$ cat config.mk
export PLATFORM = sky130hd
export DESIGN_NAME = alu_arbiter_flat
export DESIGN_NICKNAME = d
export VERILOG_FILES = /design/src/rtl/alu_pkg.sv /design/src/rtl/alu_arbiter_if.sv /design/src/rtl/ALU.sv /design/src/rtl/alu_arbiter_rr_grant.sv /design/src/rtl/alu_arbiter.sv /design/src/flat_wrapper.sv
export SDC_FILE = /design/constraint.sdc
export NUM_CORES = 1
export LEC_CHECK = 0
export BUFFER_PORTS_ARGS = -buffer_cell sky130_fd_sc_hd__buf_2
export CORE_AREA = 2 2 164 198
export DETAILED_ROUTE_END_ITERATION = 16
export DIE_AREA = 0 0 166 200
export HOLD_SLACK_MARGIN = 0.1
export PLACE_DENSITY_LB_ADDON = 0.25
export SETUP_SLACK_MARGIN = 0.4
export SKIP_CTS_REPAIR_TIMING = 1
export SLEW_MARGIN = 20
export SYNTH_ARGS = -nofsm -noshare
export SYNTH_HDL_FRONTEND = slang
export SYNTH_SLANG_ARGS = --single-unit
$ cat constraint.sdc
create_clock -name clk -period 5.5 [get_ports clk]
set_input_delay 1.375 -clock clk [delete_from_list [all_inputs] [get_ports clk]]
set_output_delay 1.375 -clock clk [all_outputs]
set_load 0.005 [all_outputs]
$ cat src/rtl/alu_pkg.sv
// Shared constants for the ALU arbiter slice: ALU mode encodings, datapath width
// and arbiter FSM state encodings.
package alu_pkg;

  localparam int ALU_WIDTH = 32;

  localparam logic [2:0] ALU_AND  = 3'd0;
  localparam logic [2:0] ALU_OR   = 3'd1;
  localparam logic [2:0] ALU_XOR  = 3'd2;
  localparam logic [2:0] ALU_SHCL = 3'd3;
  localparam logic [2:0] ALU_SHCR = 3'd4;
  localparam logic [2:0] ALU_NOT  = 3'd5;
  localparam logic [2:0] ALU_SUB  = 3'd6;
  localparam logic [2:0] ALU_ADD  = 3'd7;

  localparam logic [1:0] ST_IDLE = 2'd0;
  localparam logic [1:0] ST_EXEC = 2'd1;
  localparam logic [1:0] ST_RESP = 2'd2;

endpackage

$ cat src/rtl/alu_arbiter_if.sv
// Requester/response bundle of the ALU arbiter; master = requester side,
// slave = arbiter side.
interface alu_arbiter_if #(
  parameter int WIDTH   = 32,
  parameter int NUM_REQ = 4,
  parameter int IDW     = $clog2(NUM_REQ)
) ();
  logic [NUM_REQ-1:0]       req_valid;
  logic [NUM_REQ-1:0]       req_ready;
  logic [3*NUM_REQ-1:0]     req_mode;
  logic [WIDTH*NUM_REQ-1:0] req_a;
  logic [WIDTH*NUM_REQ-1:0] req_b;
  logic [NUM_REQ-1:0]       req_cin;
  logic [NUM_REQ-1:0]       req_csel;
  logic                     rsp_valid;
  logic                     rsp_ready;
  logic [IDW-1:0]           rsp_id;
  logic [WIDTH-1:0]         rsp_data;
  logic                     rsp_carry;
  logic                     rsp_zero;

  modport master (
    output req_valid, req_mode, req_a, req_b, req_cin, req_csel, rsp_ready,
    input  req_ready, rsp_valid, rsp_id, rsp_data, rsp_carry, rsp_zero
  );

  modport slave (
    input  req_valid, req_mode, req_a, req_b, req_cin, req_csel, rsp_ready,
    output req_ready, rsp_valid, rsp_id, rsp_data, rsp_carry, rsp_zero
  );
endinterface

$ cat src/rtl/ALU.sv
// Combinational ALU with active-low enable. ADD consumes carry_in so multi-word
// adds can chain; SUB is a - b with carry_out = no-borrow.
module ALU
  import alu_pkg::*;
#(
  parameter int WIDTH = ALU_WIDTH
) (
  input  logic             enable,
  input  logic [2:0]       mode,
  input  logic [WIDTH-1:0] a,
  input  logic [WIDTH-1:0] b,
  input  logic             carry_in,
  output logic [WIDTH-1:0] out,
  output logic             carry_out
);
  always_comb begin
    out       = '0;
    carry_out = 1'b0;
    if (!enable) begin
      case (mode)
        ALU_AND:  begin out = a & b; carry_out = carry_in; end
        ALU_OR:   begin out = a | b; carry_out = carry_in; end
        ALU_XOR:  begin out = a ^ b; carry_out = carry_in; end
        ALU_SHCL: begin out = {a[WIDTH-2:0], carry_in}; carry_out = a[WIDTH-1]; end
        ALU_SHCR: begin out = {carry_in, a[WIDTH-1:1]}; carry_out = a[0]; end
        ALU_NOT:  begin out = ~a; carry_out = carry_in; end
        ALU_SUB:  {carry_out, out} = {1'b0, a} + {1'b0, ~b} + (WIDTH+1)'(1);
        default:  {carry_out, out} = {1'b0, a} + {1'b0, b} + (WIDTH+1)'(carry_in);
      endcase
    end
  end
endmodule

$ cat src/rtl/alu_arbiter_rr_grant.sv
// Combinational round-robin search: first valid requester at or after ptr_i,
// wrapping at NUM_REQ.
module alu_rr_grant #(
  parameter int NUM_REQ = 4,
  parameter int IDW     = $clog2(NUM_REQ)
) (
  input  logic [NUM_REQ-1:0] valid_i,
  input  logic [IDW-1:0]     ptr_i,
  output logic [NUM_REQ-1:0] grant_o,
  output logic [IDW-1:0]     idx_o,
  output logic               any_o
);
  logic [IDW-1:0] pos;

  always_comb begin
    grant_o = '0;
    idx_o   = '0;
    any_o   = 1'b0;
    pos     = ptr_i;
    for (int unsigned i = 0; i < NUM_REQ; i++) begin
      if (!any_o && valid_i[pos]) begin
        any_o        = 1'b1;
        idx_o        = pos;
        grant_o[pos] = 1'b1;
      end
      pos = (pos == IDW'(NUM_REQ - 1)) ? '0 : pos + 1'b1;
    end
  end
endmodule

$ cat src/rtl/alu_arbiter.sv
// Round-robin arbiter sharing one ALU among NUM_REQ requesters (IDLE/EXEC/RESP).
// ALU_ARB_CARRY_CHAIN_EN adds a stored carry per requester selectable via req_csel.
module alu_arbiter
  import alu_pkg::*;
#(
  parameter int WIDTH   = ALU_WIDTH,
  parameter int NUM_REQ = 4,
  parameter int IDW     = $clog2(NUM_REQ)
) (
  input  logic         clk,
  input  logic         reset,
  alu_arbiter_if.slave bus
);
  logic [1:0]       state_q, state_d;
  logic [IDW-1:0]   ptr_q, ptr_d;
  logic [2:0]       mode_q, mode_d;
  logic [WIDTH-1:0] a_q, a_d, b_q, b_d;
  logic             cin_q, cin_d;
  logic [IDW-1:0]   id_q, id_d;
  logic [IDW-1:0]   rsp_id_q, rsp_id_d;
  logic [WIDTH-1:0] rsp_data_q, rsp_data_d;
  logic             rsp_carry_q, rsp_carry_d;
  logic             rsp_zero_q, rsp_zero_d;
`ifdef ALU_ARB_CARRY_CHAIN_EN
  logic [NUM_REQ-1:0] carry_q, carry_d;
`else
  logic unused_csel;
  assign unused_csel = ^bus.req_csel;
`endif

  logic [NUM_REQ-1:0] grant_oh;
  logic [IDW-1:0]     grant_idx;
  logic               grant_any;
  logic [2:0]         sel_mode;
  logic [WIDTH-1:0]   sel_a, sel_b;
  logic               sel_cin;
  logic               alu_en_n;
  logic [WIDTH-1:0]   alu_out;
  logic               alu_cout;

  alu_rr_grant #(.NUM_REQ(NUM_REQ), .IDW(IDW)) u_grant (
    .valid_i(bus.req_valid),
    .ptr_i  (ptr_q),
    .grant_o(grant_oh),
    .idx_o  (grant_idx),
    .any_o  (grant_any)
  );

  ALU #(.WIDTH(WIDTH)) u_alu (
    .enable   (alu_en_n),
    .mode     (mode_q),
    .a        (a_q),
    .b        (b_q),
    .carry_in (cin_q),
    .out      (alu_out),
    .carry_out(alu_cout)
  );

  assign alu_en_n      = (state_q != ST_EXEC);
  assign bus.req_ready = (state_q == ST_IDLE) ? grant_oh : '0;
  assign bus.rsp_valid = (state_q == ST_RESP);
  assign bus.rsp_id    = rsp_id_q;
  assign bus.rsp_data  = rsp_data_q;
  assign bus.rsp_carry = rsp_carry_q;
  assign bus.rsp_zero  = rsp_zero_q;

  // Payload mux driven by the one-hot grant
  always_comb begin
    sel_mode = '0;
    sel_a    = '0;
    sel_b    = '0;
    sel_cin  = 1'b0;
    for (int unsigned k = 0; k < NUM_REQ; k++) begin
      if (grant_oh[k]) begin
        sel_mode = bus.req_mode[k*3 +: 3];
        sel_a    = bus.req_a[k*WIDTH +: WIDTH];
        sel_b    = bus.req_b[k*WIDTH +: WIDTH];
`ifdef ALU_ARB_CARRY_CHAIN_EN
        sel_cin  = bus.req_csel[k] ? carry_q[k] : bus.req_cin[k];
`else
        sel_cin  = bus.req_cin[k];
`endif
      end
    end
  end

  always_comb begin
    state_d     = state_q;
    ptr_d       = ptr_q;
    mode_d      = mode_q;
    a_d         = a_q;
    b_d         = b_q;
    cin_d       = cin_q;
    id_d        = id_q;
    rsp_id_d    = rsp_id_q;
    rsp_data_d  = rsp_data_q;
    rsp_carry_d = rsp_carry_q;
    rsp_zero_d  = rsp_zero_q;
`ifdef ALU_ARB_CARRY_CHAIN_EN
    carry_d     = carry_q;
`endif
    case (state_q)
      ST_IDLE: begin
        if (grant_any) begin
          mode_d  = sel_mode;
          a_d     = sel_a;
          b_d     = sel_b;
          cin_d   = sel_cin;
          id_d    = grant_idx;
          ptr_d   = (grant_idx == IDW'(NUM_REQ - 1)) ? '0 : grant_idx + 1'b1;
          state_d = ST_EXEC;
        end
      end
      ST_EXEC: begin
        rsp_id_d    = id_q;
        rsp_data_d  = alu_out;
        rsp_carry_d = alu_cout;
        rsp_zero_d  = (alu_out == '0);
`ifdef ALU_ARB_CARRY_CHAIN_EN
        carry_d[id_q] = alu_cout;
`endif
        state_d     = ST_RESP;
      end
      ST_RESP: begin
        if (bus.rsp_ready) state_d = ST_IDLE;
      end
      default: state_d = ST_IDLE;
    endcase
  end

  always_ff @(posedge clk) begin
    if (reset) begin
      state_q     <= ST_IDLE;
      ptr_q       <= '0;
      mode_q      <= '0;
      a_q         <= '0;
      b_q         <= '0;
      cin_q       <= 1'b0;
      id_q        <= '0;
      rsp_id_q    <= '0;
      rsp_data_q  <= '0;
      rsp_carry_q <= 1'b0;
      rsp_zero_q  <= 1'b0;
`ifdef ALU_ARB_CARRY_CHAIN_EN
      carry_q     <= '0;
`endif
    end else begin
      state_q     <= state_d;
      ptr_q       <= ptr_d;
      mode_q      <= mode_d;
      a_q         <= a_d;
      b_q         <= b_d;
      cin_q       <= cin_d;
      id_q        <= id_d;
      rsp_id_q    <= rsp_id_d;
      rsp_data_q  <= rsp_data_d;
      rsp_carry_q <= rsp_carry_d;
      rsp_zero_q  <= rsp_zero_d;
`ifdef ALU_ARB_CARRY_CHAIN_EN
      carry_q     <= carry_d;
`endif
    end
  end
endmodule

$ cat src/flat_wrapper.sv
// flat-port wrapper written by rule: the top's interface ports become plain ports
module alu_arbiter_flat import alu_pkg::*;
#(
  parameter int WIDTH   = ALU_WIDTH,
  parameter int NUM_REQ = 4,
  parameter int IDW     = $clog2(NUM_REQ)
)
  (clk, reset, bus_req_valid, bus_req_mode, bus_req_a, bus_req_b, bus_req_cin, bus_req_csel, bus_rsp_ready, bus_req_ready, bus_rsp_valid, bus_rsp_id, bus_rsp_data, bus_rsp_carry, bus_rsp_zero);
  alu_arbiter_if #(.WIDTH(WIDTH), .NUM_REQ(NUM_REQ), .IDW(IDW)) bus_i ();
  input  logic clk;
  input  logic reset;
  input wire logic [$bits(bus_i.req_valid)-1:0] bus_req_valid;
  input wire logic [$bits(bus_i.req_mode)-1:0] bus_req_mode;
  input wire logic [$bits(bus_i.req_a)-1:0] bus_req_a;
  input wire logic [$bits(bus_i.req_b)-1:0] bus_req_b;
  input wire logic [$bits(bus_i.req_cin)-1:0] bus_req_cin;
  input wire logic [$bits(bus_i.req_csel)-1:0] bus_req_csel;
  input wire logic [$bits(bus_i.rsp_ready)-1:0] bus_rsp_ready;
  output wire logic [$bits(bus_i.req_ready)-1:0] bus_req_ready;
  output wire logic [$bits(bus_i.rsp_valid)-1:0] bus_rsp_valid;
  output wire logic [$bits(bus_i.rsp_id)-1:0] bus_rsp_id;
  output wire logic [$bits(bus_i.rsp_data)-1:0] bus_rsp_data;
  output wire logic [$bits(bus_i.rsp_carry)-1:0] bus_rsp_carry;
  output wire logic [$bits(bus_i.rsp_zero)-1:0] bus_rsp_zero;
  assign bus_i.req_valid = bus_req_valid;
  assign bus_i.req_mode = bus_req_mode;
  assign bus_i.req_a = bus_req_a;
  assign bus_i.req_b = bus_req_b;
  assign bus_i.req_cin = bus_req_cin;
  assign bus_i.req_csel = bus_req_csel;
  assign bus_i.rsp_ready = bus_rsp_ready;
  assign bus_req_ready = bus_i.req_ready;
  assign bus_rsp_valid = bus_i.rsp_valid;
  assign bus_rsp_id = bus_i.rsp_id;
  assign bus_rsp_data = bus_i.rsp_data;
  assign bus_rsp_carry = bus_i.rsp_carry;
  assign bus_rsp_zero = bus_i.rsp_zero;
  alu_arbiter #(.WIDTH(WIDTH), .NUM_REQ(NUM_REQ), .IDW(IDW)) u_core (.clk(clk), .reset(reset), .bus(bus_i));
endmodule
==> out/metrics.csv <==
stage,metric,value,unit
synthesis,synthCells,1751,
grt,gr-usage-all-layers,29.17,%
synthesis,syn_area,12380,sq um
synthesis,synth_fa_ha_area_share,10.60,%
drt,routed_wl,51.24,mm
grt,grt_pass1_wl,76.42,mm
synthesis,ys_seq_elements,110,
synthesis,synth.largest_area_cell,dfxtp_1,
cts,clk_latency,380,ps
placement,place_ws,431.1,ps
die,initial_utilization,39.69,%
worst_hold_path,hold_class,reg2reg,
die,ioPinCount,324,
timing,setup_viol,0,
synthesis,synthSimpleGateAreaFrac,18.92,%
critical_path,required,4120,ps
synthesis,synth_most_common_cell,a21oi_1,
synthesis,synth_compound_area_share,36.75,%
synthesis,syn_avg_cell_area,7.068,sq um
synthesis,synth_edf_count,0,
drt,drc_errors,0,
critical_path,crit_path_start_kind,input port,
final_layout,drive_above_1_share,21.96,%
die,row_count,71,
placement,dpl_cell_area,14180,sq um
timing,fin_crit,4929,ps
synthesis,synthesis.nets,2137,
final_layout,multi_input_area,9180,sq um
final_layout,fin_cells,2377,
placement,numPlacedInstances,2355,
critical_path,critPathLaunch,bus_req_valid[3],
synthesis,yosys_warnings,0,
synthesis,synth_top_family_by_area,compound AO/OA/AOI/OAI gates,
synthesis,async_flop_share,0,%
grt,antenna_found_initial,4,
cts,cts_root_buf,clkbuf_16,
worst_hold_path,min_from,u_core.bus.rsp_data[21],
synthesis,ys.flop_type,dfxtp_1,
cts,cts_tree,built,
pwr,power_density,666.4,nW/um^2
cts,cts.clk_slew.worst_paths,70,ps
timing,fin_crit_sh,89.62,%
pwr,peakVddDrop,410.1,uV
die,die_x,166,um
timing,rsz0062_at_grt,false,
cts,cts.path.max_buffers,2,
drt,dr.pass1.iters,5,
synthesis,synth.yosys.seq_area_share,17.79,%
pwr,p_leak,6.188,nW
cts,clkSinkCount,110,
final_layout,fillers,3246,
drt,routedWlPerCell,21.56,um
timing,final.setup.worst_slack,570.7,ps
critical_path,worst-setup-path-type,in2out,
placement,numPortBuffers,319,
timing,skew,14.61,ps
synthesis,synth_area_leaders,"dfxtp_1 (18%), ha_1 (10%), a21oi_1 (9.9%), o21ai_0 (6.1%), a221oi_1 (5.7%)",
drt,via_count,14630,
die,die_h,200,um
synthesis,synth_xor_area_share,2.123,%
critical_path,r2r_start,u_core.a_q[9],
run_status,outcome,"complete, no violations",
timing,slew_viol_final,0,
drt,viasPerCell,6.156,
synthesis,synth_cell_types,90,
drt,drtAntennaViolNets,0,
synthesis,synthMuxAreaShare,5.308,%
die,die_area,33200,sq um
timing,max-slew-margin-rel,34.06,%
timing,whs,451.4,ps
placement,dp_hpwl,39.24,mm
critical_path,end_kind,primary output,
placement,place.gp.congestion,1.004,
synthesis,synth_top_area_share,17.79,%
cts,numCtsBuffers,9,
timing,worst_pin_slew,989.1,ps
timing,finalHoldViolations,0,
grt,grt-ovfl-total,0,
final_layout,fin_area,14540,sq um
final_layout,fin_nets,2353,
timing,max_clock_freq,202.9,MHz
die,core_region_area,31180,sq um
final_layout,synthToLayoutAreaGrowth,17.49,%
final_layout,seqCellArea,2206,sq um
drt,drt_iter0_markers,1392,
timing,setup_tns,0,ps
cts,h-tree-depth,3,
grt,grt_max_degree,115,
run,cap_violations,0,
critical_path,cp_max_fo,15,
synthesis,ys_top_cells_by_count,"a21oi_1 (245), nor2_1 (169), o21ai_0 (150)",
grt,grt_pass1_vias,13330,
critical_path,cp.arrival,3550,ps
==> power by group <==
part	internal (mW)	switching [mW]	leakage, nW
combinational	2.76	4.76	5.13
sequential	1.07	0.375	0.908
clock	0.383	0.346	0.153
total	4.21	5.48	6.19
==> cell usage in the layout, fill, tap and decap left out, types with 12 or more instances in the layout <==
master    count
a21o_1       20
a21oi_1     245
a221oi_1     81
a31oi_1      20
buf_2       319
buf_4        40
dfxtp_1     107
ha_1        100
inv_1       105
mux2i_1      41
nand2_1      85
nand2b_1     13
nand3_1      34
nor2_1      169
nor2b_1      16
nor3_1       95
nor4_1       12
o211ai_1     14
o21ai_0     149
o21bai_1     12
o221ai_1     12
o22ai_1      23
xnor2_1      23
==> critical path, cell delays in order <==
cell and delay (ps):
buf_2 130, mux4_2 680, a211oi_4 440, a22oi_1 270
o21ai_4 270, nor3b_1 230, buf_2 140
==> final cells by class <==
| cell class | instances | share of cell area, % |
|---|---|---|
| diodes | 4 | 0.06884 |
| clock buffers | 11 | 1.738 |
| multi-input cells | 1379 | 63.14 |
| repair buffers | 361 | 13.26 |
| clock inverters | 5 | 0.4389 |
| inverters | 106 | 2.736 |
| well taps | 401 | 3.451 |
| flip-flops and latches | 110 | 15.17 |
==> routing by layer <==
layer  track usage (%)  vias up  wire length, um
li1                  -     6914                -
met1             40.23     6872            22470
met2             46.06      739            22510
met3             4.732      105             4640
met4             10.69        2             1614
met5                 0        -               11
==> worst paths after layout <==
| kind | end | slack (ps) | cells past startpoint |
|---|---|---|---|
| min reg2reg | u_core.bus.rsp_data[21] | 450 | 2 |
| min | u_core.bus.rsp_data[21] | 450 | 2 |
| max reg2reg | u_core.bus.rsp_zero | 990 | 13 |
| max | bus_req_ready[3] | 570 | 7 |
==> state kept, by name (all words and copies together), names as in the netlist, 2 cells and up <==
register / count
u_core.bus.rsp_id: 2
u_core.b_q: 32
u_core.bus.rsp_data: 32
u_core.id_q: 2
u_core.a_q: 32
u_core.mode_q: 3
u_core.state_q: 2
u_core.ptr_q: 2
==> cells by family after synthesis <==
logic type / Yosys count
buffers and inverters: 263
adder cells (fa/ha/maj): 103
AND/OR/NAND/NOR: 488
flip-flops: 110
AO/OA/AOI/OAI: 701
XOR/XNOR: 30
multiplexers: 56
==> stage by stage <==
step	util, %	power [mW]
4_1_cts	46.50	9.524
5_1_grt	46.62	10.50
3_5_place_dp	45.48	8.763
6_report	46.63	9.690
2_1_floorplan	-	6.766
3_3_place_gp	45.48	8.656
No activity file was read; power rests on OpenSTA's default activity.
